## config.mk

```make
export PLATFORM = sky130hd
export DESIGN_NAME = spi_slave_rx
export DESIGN_NICKNAME = d
export VERILOG_FILES = /design/src/rtl/spi_slave_rx_pkg.sv /design/src/rtl/sync_fifo.sv /design/src/rtl/spi_slave_rx.sv
export SDC_FILE = /design/constraint.sdc
export NUM_CORES = 1
export LEC_CHECK = 0
export CELL_PAD_IN_SITES_DETAIL_PLACEMENT = 2
export CELL_PAD_IN_SITES_GLOBAL_PLACEMENT = 2
export CORE_ASPECT_RATIO = 1.25
export CORE_MARGIN = 1.5
export CORE_UTILIZATION = 43
export CTS_CLUSTER_DIAMETER = 150
export CTS_CLUSTER_SIZE = 8
export DETAILED_ROUTE_END_ITERATION = 16
export DONT_BUFFER_PORTS = 1
export PLACE_DENSITY = 0.83
export SETUP_SLACK_MARGIN = 0.2
export SLEW_MARGIN = 25
export SYNTH_ARGS = -nofsm -noshare
export SYNTH_HDL_FRONTEND = slang
export SYNTH_SLANG_ARGS = --single-unit
```

## constraint.sdc

```tcl
create_clock -name clk -period 2.8 [get_ports clk]
set_clock_uncertainty 0.2 [all_clocks]
set_input_delay 0.42 -clock clk [delete_from_list [all_inputs] [get_ports clk]]
set_output_delay 0.42 -clock clk [all_outputs]
set_load 0.05 [all_outputs]
```

## src/rtl/spi_slave_rx_pkg.sv

```systemverilog
// spi_slave_rx_pkg: receiver state encoding and parameter defaults shared with the SPI master
package spi_slave_rx_pkg;
  typedef enum logic {IDLE, RECV} spi_state_e;
  localparam int SPI_N = 8;
  localparam int SYNC_MIN = 2;
endpackage

```

## src/rtl/sync_fifo.sv

```systemverilog
// sync_fifo: single-clock FIFO with registered head-of-queue read and overflow-safe push
module sync_fifo #(
  parameter int WIDTH = 8,
  parameter int DEPTH = 4
) (
  input  logic             clk,
  input  logic             reset,
  input  logic             push,
  input  logic             pop,
  input  logic [WIDTH-1:0] wdata,
  output logic [WIDTH-1:0] rdata,
  output logic             full,
  output logic             empty
);
  localparam int AW = $clog2(DEPTH);
  logic [WIDTH-1:0] mem [DEPTH];
  logic [AW:0] wptr, rptr, rptr_nx;
  logic do_push, do_pop;
  assign full = (wptr[AW] != rptr[AW]) && (wptr[AW-1:0] == rptr[AW-1:0]);
  assign empty = wptr == rptr;
  assign do_pop = pop && !empty;
  assign do_push = push && (!full || do_pop);
  assign rptr_nx = rptr + (AW+1)'(do_pop);
  always_ff @(posedge clk)
    if (do_push) mem[wptr[AW-1:0]] <= wdata;
  // rdata tracks the next head; a push into an effectively empty queue bypasses the array
  always_ff @(posedge clk or negedge reset)
    if (!reset) begin
      wptr <= '0;
      rptr <= '0;
      rdata <= '0;
    end else begin
      if (do_push) wptr <= wptr + 1'b1;
      rptr <= rptr_nx;
      rdata <= (do_push && rptr_nx[AW-1:0] == wptr[AW-1:0]) ? wdata : mem[rptr_nx[AW-1:0]];
    end
endmodule

```

## src/rtl/spi_slave_rx.sv

```systemverilog
// spi_slave_rx: SPI slave receiver, MSB-first N-bit words into a valid/ready FIFO
module spi_slave_rx
  import spi_slave_rx_pkg::*;
#(
  parameter int N = SPI_N,
  parameter int SYNC_STAGES = SYNC_MIN,
  parameter int FIFO_DEPTH = 4
) (
  input  logic         clk,
  input  logic         reset,
  input  logic         sclk,
  input  logic         cs,
  input  logic         mosi,
  output logic [N-1:0] out_data,
  output logic         out_valid,
  input  logic         out_ready,
  output logic         overrun,
  output logic         frame_err
);
  localparam int SS = (SYNC_STAGES < SYNC_MIN) ? SYNC_MIN : SYNC_STAGES;
  localparam int CW = $clog2(N);
  logic [SS-1:0] sclk_q, cs_q, mosi_q;
  logic sclk_d, cs_d, mosi_d;
  logic sclk_rise, cs_fall, cs_rise;
  spi_state_e state, state_nx;
  logic [N-1:0] shreg, shreg_nx;
  logic [CW-1:0] cnt, cnt_nx;
  logic last, push, pop, full, empty, err_nx;
  always_ff @(posedge clk or negedge reset)
    if (!reset) begin
      sclk_q <= '0;
      cs_q <= '1;
      mosi_q <= '0;
      sclk_d <= 1'b0;
      cs_d <= 1'b1;
      mosi_d <= 1'b0;
    end else begin
      sclk_q <= {sclk_q[SS-2:0], sclk};
      cs_q <= {cs_q[SS-2:0], cs};
      mosi_q <= {mosi_q[SS-2:0], mosi};
      sclk_d <= sclk_q[SS-1];
      cs_d <= cs_q[SS-1];
      mosi_d <= mosi_q[SS-1];
    end
  assign sclk_rise = sclk_q[SS-1] && !sclk_d;
  assign cs_fall = cs_d && !cs_q[SS-1];
  assign cs_rise = !cs_d && cs_q[SS-1];
  // a word completing in the same cycle cs rises is still pushed and is not a framing error
  always_comb begin
    state_nx = state;
    shreg_nx = shreg;
    cnt_nx = cnt;
    push = 1'b0;
    err_nx = 1'b0;
    last = cnt == CW'(N-1);
    if (state == IDLE) begin
      cnt_nx = '0;
      if (cs_fall) state_nx = RECV;
    end else begin
      if (sclk_rise) begin
        shreg_nx = {shreg[N-2:0], mosi_d};
        cnt_nx = last ? '0 : cnt + 1'b1;
        push = last;
      end
      if (cs_rise) begin
        state_nx = IDLE;
        cnt_nx = '0;
        err_nx = (cnt != '0 || sclk_rise) && !push;
      end
    end
  end
  always_ff @(posedge clk or negedge reset)
    if (!reset) begin
      state <= IDLE;
      shreg <= '0;
      cnt <= '0;
      frame_err <= 1'b0;
      overrun <= 1'b0;
    end else begin
      state <= state_nx;
      shreg <= shreg_nx;
      cnt <= cnt_nx;
      frame_err <= err_nx;
      overrun <= push && full && !pop;
    end
  assign out_valid = !empty;
  assign pop = out_valid && out_ready;
  sync_fifo #(.WIDTH(N), .DEPTH(FIFO_DEPTH)) u_fifo (
    .clk(clk),
    .reset(reset),
    .push(push),
    .pop(pop),
    .wdata(shreg_nx),
    .rdata(out_data),
    .full(full),
    .empty(empty)
  );
endmodule

```

==> results of run 1 <==
[sequential cells by signal, indices dropped and copies added, names as in the netlist]
| register | flops |
|---|---|
| cnt | 3 |
| u_fifo.wptr | 3 |
| mosi_d | 1 |
| u_fifo.rptr | 3 |
| state | 1 |
| sclk_d | 1 |
| u_fifo.rdata | 8 |
| cs_q | 2 |
| cs_d | 1 |
| shreg | 8 |
| u_fifo.mem | 32 |
| overrun | 1 |
| frame_err | 1 |
| sclk_q | 2 |
| mosi_q | 2 |
[worst max-delay path: stages (launching register included)]
cell and delay [ps]:
dfrtp_1 460, xnor2_2 220, a31oi_1 110, ha_1 220
ha_4 340, xnor2_1 130, and3_1 190, buf_6 170
mux2_4 310
[power breakdown]
group	internal, mW	total [mW]	switching [mW]	leakage [nW]
combinational	0.472	0.863	0.391	0.408
clock	0.343	0.688	0.345	0.0901
sequential	1.26	1.58	0.312	0.743
total	2.08	3.13	1.05	1.24
[through the flow]
stage	hold WS [ps]	cells	cell area, um2
CTS	124	256	3090
global route	147	256	3110
detailed placement	-74.6	235	2850
global placement	-74.6	235	2850
floorplan	-75.6	149	2730
finish	143	256	3110
[cells by family (layout without fill, tap and decap cells)]
group / count (synthesis) / in the layout / synth area share, %
compound gates: 7 / 7 / 2.15
xor+xnor: 9 / 9 / 3.71
fa+ha+maj: 10 / 10 / 4.49
buf+inv: 11 / 33 / 1.83
flops: 69 / 69 / 69.2
mux: 26 / 26 / 15.0
simple gates: 17 / 17 / 3.62
[final cells by class]
class	count	area, um2
repair buffers	10	105
well taps	85	106
clock inverters	4	23.8
clock buffers	12	145
inverters	7	26.3
flip-flops and latches	69	1890
fillers	570	3060
multi-input cells	69	812
[worst max-delay path by stage]
stage                           endpoint  slack [ps]  cells after the start
6_report       u_fifo.rdata[7]$_DFF_PN0_         340                      8
5_1_grt        u_fifo.rdata[7]$_DFF_PN0_         240                      8
4_1_cts        u_fifo.rdata[7]$_DFF_PN0_         230                      8
3_5_place_dp   u_fifo.rdata[7]$_DFF_PN0_         150                      8
3_3_place_gp   u_fifo.rdata[2]$_DFF_PN0_         270                      8
2_1_floorplan  u_fifo.rdata[0]$_DFF_PN0_         280                      9
[layout by cell type (no fill, tap or decap), types with 2 or more instances in the layout]
cell type       n
edfxtp_1       32
buf_6           2
clkbuf_8       10
dfrtp_1        34
mux4_2          8
dlygate4sd3_1   4
dfstp_2         3
xnor2_1         3
mux2_2          7
and2_1          4
xnor2_2         3
mux2_4          8
nor2_1          4
ha_1            8
buf_4           3
inv_1           7
clkbuf_1        2
mux2i_1         2
o21ai_0         3
xor2_1          2
clkinv_2        3
[metal layers]
layer | track usage [%] | vias to the layer above | wire length, um
met3 | 5.05 | 11 | 142
met2 | 29.1 | 26 | 2790
met1 | 19.7 | 675 | 2020
li1 | - | 578 | -
met4 | 9.55 | 0 | 138
met5 | 0 | - | 0
[repair_timing]
item	4_1_cts	5_1_grt
hold buffers	5	0
setup endpoints to repair	8	8
endpoints found under the hold margin	40	0
gates resized for setup	2	3
==> results.md, run 1 <==
- Run status: complete, no violations
- Async S/R FF share, synth: 53.6%
- Reg-to-reg critical path startpoint: u_fifo.wptr[1]$_DFFE_PN0P_
- Final setup fails: 0
- P_leak: 1.24 nW
- Post-Synthesis Cells: 149
- TNS Setup: 0 ps
- Flop and latch count out of synthesis: 69
- CTS root buffer: clkbuf_8
- Vias per cell: 5.04
- R2r endpoint: u_fifo.rdata[7]$_DFF_PN0_
- Avg Cell Area, Syn: 18.3 um2
- Global-route wire length before repair: 8.02 mm
- Synth warn: 0
- Avg WL per Cell: 19.9 um
- RSZ-0062 raised after global routing: false
- Cell with the most instances after synthesis: dfrtp_1
- Crit. Startpoint: u_fifo.wptr[1]$_DFFE_PN0P_
- Leading cell types by count after synthesis: dfrtp_1 (34), edfxtp_1 (32), ha_1 (9)
- Number of global-route vias before repair: 1465
- Htree depth: 3
- Largest net degree at the start of global routing: 38
- Max VDD drop: 389 uV
- Type of the worst min-delay path: input port to register
- IO Pins: 17
- Share of the synthesized area in the top cell type: 35.2%
- Antenna fix cells: 0
- GRT Util Overall: 17.5%
- Data required, critical path: 2830 ps
- Yosys top cell by area: edfxtp_1
- Worst-case clock buffer depth: 2
- CTS tree: done
- Post-synthesis sequential area ratio: 69.2%
- Die width: 74.3 um
- Gr ovfl total: 0
- Initial antenna violation count: 0
- Place WS: 148 ps
- Synthesis-to-finish area growth: 13.8%
- Worst Max-Slew Pin Slew: 544 ps
- Final wirelength: 5.09 mm
- CP Capture Type: register
- Hold Startpoint: out_ready
- Reg-to-reg setup timing slack: 340 ps
- Clk Latency, worst-skew pair: 340 ps
- Final Max Tran Viols: 0
- Post-Route Utilization: 50.4%
- Max_slew headroom: 63.6%
- Worst Path Max Fanout: 8
- HPWL reported at the end of detailed placement: 3.49 mm
- Endpoints failing hold: 0
- DRC viols: 0
- CP Data Arrival Time: 2490 ps
- Gpl congestion: 0.749
- Startpoint types: register
- CTS Sinks: 69
- Die height: 92.1 um
- Clock-pin slew on the worst setup and hold paths: 70 ps
- # nets final: 181
- DR iter-0 viols: 51
- Number of buffers created by CTS: 9
- Worst Slack Setup Final: 336 ps
- EDFF count, synth: 32
- WHS Endpoint: overrun$_DFF_PN0_
- Primary FF master, synth: dfrtp_1
- Antenna-violating nets left: 0
- Synth area leaders: edfxtp_1 (35%), dfrtp_1 (31%), mux4_2 (6.6%), mux2_4 (4.4%), ha_1 (4.1%)
- Hold Path Stages: 3
- Vias: 1290
- Port Buf Inserts: 0
- Fmax: 406 MHz
- CP Class: register to register
- Max Cap Viol: 0
- Rows: 32
- Core Area: 6170 um2
- Mapped Nets: 164
- Die area: 6840 um2
- PwrDens: 1010 nW/um2
- Final cycle utilization of the critical path: 88.0%
- R2R depth: 8
- Post-synth cell types: 35
- Overall Power: 3.13 mW
- Cell area after synthesis: 2730 um2
- DRT Pass-1 Iters: 4
- Initial Util: 44.3%
- Crit path time final: 2460 ps
- Share of cells above drive strength 1: 30.4%
- Buffer count from post-CTS setup fixing: 0
No activity file was read; power rests on OpenSTA's default activity.
==> inputs of run 2 (changes only) <==
CORE_MARGIN = default   (was 1.5)
SLEW_MARGIN = 20   (was 25)
==> results.md, run 2 (synthesis gave the netlist of run 1 again) <==
- Clk Latency, worst-skew pair: 350 ps (about the same)
- Port Buf Inserts: 0 (unchanged)
- Global-route wire length before repair: 8.31 mm (+3.5%)
- Reg-to-reg setup timing slack: 280 ps (-60 ps)
- Data required, critical path: 2840 ps (about the same)
- CTS Sinks: 69 (unchanged)
- Buffer count from post-CTS setup fixing: 0 (unchanged)
- Rows: 32 (unchanged)
- Worst Max-Slew Pin Slew: 575 ps (+31.3 ps)
- Final setup fails: 0 (unchanged)
- Most common cell after layout, fill and taps aside: dfrtp_1
- Max_slew headroom: 61.7% (-2.0 points)
- DRC viols: 0 (unchanged)
- Fmax: 397 MHz (-2.2%)
- Antenna fix cells: 0 (unchanged)
- Fillers: 578 (+1.4%)
- Leading cell types in the layout, fill and taps excluded: dfrtp_1 (34), edfxtp_1 (32), clkbuf_8 (9)
- Gpl congestion: 0.766 (+2.2%)
- Initial antenna violation count: 0 (unchanged)
- HPWL reported at the end of detailed placement: 3.57 mm (+2.2%)
- Die area: 6680 um2 (-2.4%)
- CTS tree: done
- Run status: complete, no violations
- Vias: 1307 (+1.3%)
- R2r endpoint: u_fifo.rdata[0]$_DFF_PN0_
- Worst Slack Setup Final: 280 ps (-56.6 ps)
- RSZ-0062 raised after global routing: false
- Die width: 73.3 um (-1.3%)
- # nets final: 181 (unchanged)
- Final wirelength: 5.34 mm (+5.1%)
- CP max stage cell: dfrtp_1
- DRT Pass-1 Iters: 4 (unchanged)
- PwrDens: 1030 nW/um2 (+2.8%)
- Clock-pin slew on the worst setup and hold paths: 80 ps (about the same)
- Largest delay contributor family on the critical path: flip-flops
- Hold Path Stages: 3 (unchanged)
- R2R depth: 8 (unchanged)
- Place WS: 171 ps (+22.9 ps)
- Largest net degree at the start of global routing: 38 (unchanged)
- Avg WL per Cell: 20.9 um (+5.1%)
- Antenna-violating nets left: 0 (unchanged)
- CP Class: register to register
- Max reg flops: 32 (unchanged)
- Non-Filler Instances: 256 (unchanged)
- GRT Util Overall: 18.2% (+0.71 points)
- Final cycle utilization of the critical path: 90.0% (+2.0 points)
- Critical path cell sequence: xnor2_2 > a31oi_1 > ha_1 > buf_6 > xnor2_1 > and3_1 > buf_4 > mux2_4
- WHS Endpoint: overrun$_DFF_PN0_
- Startpoint types: register
- DR iter-0 viols: 73 (+43%)
- Synthesis-to-finish area growth: 14.4%
- Endpoints failing hold: 0 (unchanged)
- Final Max Tran Viols: 0 (unchanged)
- Max Cap Viol: 0 (unchanged)
- Initial Util: 44.3% (unchanged)
- Htree depth: 3 (unchanged)
- Type of the worst min-delay path: input port to register
- IO Pins: 17 (unchanged)
- Slowest stage delay, CP: 470 ps (about the same)
- Number of buffers created by CTS: 9 (unchanged)
- Die height: 91.1 um (-1.1%)
- Worst-case clock buffer depth: 2 (unchanged)
- Gr ovfl total: 0 (unchanged)
- CP Capture Type: register
- P_leak: 1.24 nW (-0.17%)
- Vias per cell: 5.11 (+1.3%)
- TNS Setup: 0 ps (unchanged)
- Hold Startpoint: out_ready
- Crit path buffers/inverters: 2 (+1)
- CTS root buffer: clkbuf_8
- Crit path time final: 2520 ps (+56.6 ps)
- Placed cells: 235 (unchanged)
- Crit. Startpoint: u_fifo.wptr[0]$_DFFE_PN0P_
- Worst Path Max Fanout: 10 (+2)
- Number of global-route vias before repair: 1467 (+0.14%)
- Share of cells above drive strength 1: 31.0% (+0.58 points)
- CP Data Arrival Time: 2560 ps (+70 ps)
- Fin Hold WS: 101 ps (-41.7 ps)
- Core Area: 6170 um2 (unchanged)
- Max VDD drop: 532 uV (+37%)
- Reg-to-reg critical path startpoint: u_fifo.wptr[0]$_DFFE_PN0P_
[run 2: cell count changes in the layout (fill, tap and decap cells not counted), sizes merged]
| cell | delta |
|---|---|
| clkbuf | -3 |
| bufinv | +1 |
| clkinvlp | +3 |
| clkinv | -1 |
[run 2: final cells by class]
cell class | instances | area, um2 | share of cell area, %
clock inverters | 7 | 66.3 | 2.12
repair buffers | 10 | 101 | 3.24
inverters | 7 | 26.3 | 0.840
well taps | 85 | 106 | 3.40
clock buffers | 9 | 124 | 3.96
multi-input cells | 69 | 812 | 26.0
flip-flops and latches | 69 | 1890 | 60.5
[run 2: stage by stage]
step	area [um2]	util (%)	total power, mW
floorplan	2730	-	2.18
global placement	2850	46.3	2.33
detailed placement	2850	46.3	2.42
CTS	3110	50.5	3.23
global route	3130	50.7	3.37
finish	3130	50.7	3.23
[run 2: tightest hold or removal path: cells and delay by family]
kind,cells,cell delay (ps)
buffers and inverters,1,60
and+or+nand+nor,2,120
[run 2: power breakdown]
part,switching [mW],internal [mW]
registers,0.312,1.26
logic,0.402,0.472
clock network,0.377,0.404
total,1.09,2.14
[run 2: worst max path at each step]
stage / endpoint / cells past startpoint
floorplan: u_fifo.rdata[0]$_DFF_PN0_ / 9
global placement: u_fifo.rdata[6]$_DFF_PN0_ / 8
CTS: u_fifo.rdata[0]$_DFF_PN0_ / 8
detailed placement: u_fifo.rdata[0]$_DFF_PN0_ / 8
finish: u_fifo.rdata[0]$_DFF_PN0_ / 8
global route: u_fifo.rdata[7]$_DFF_PN0_ / 8
[run 2: metal layers]
metal / routed length [um] / up-vias / global-route usage, % / part of all wire [%]
met3: 138 / 12 / 4.00 / 2.6
met2: 2820 / 28 / 30.1 / 53
met4: 133 / 0 / 9.46 / 2.5
li1: - / 580 / - / -
met1: 2250 / 687 / 22.0 / 42
met5: 0 / - / 0 / 0
[run 2: repair_timing]
item / CTS / global route
hold buffers: 5 / 0
hold endpoints to repair: 40 / 0
setup endpoints to repair: 8 / 8
resized for setup: 2 / 2
pin swaps: 0 / 0
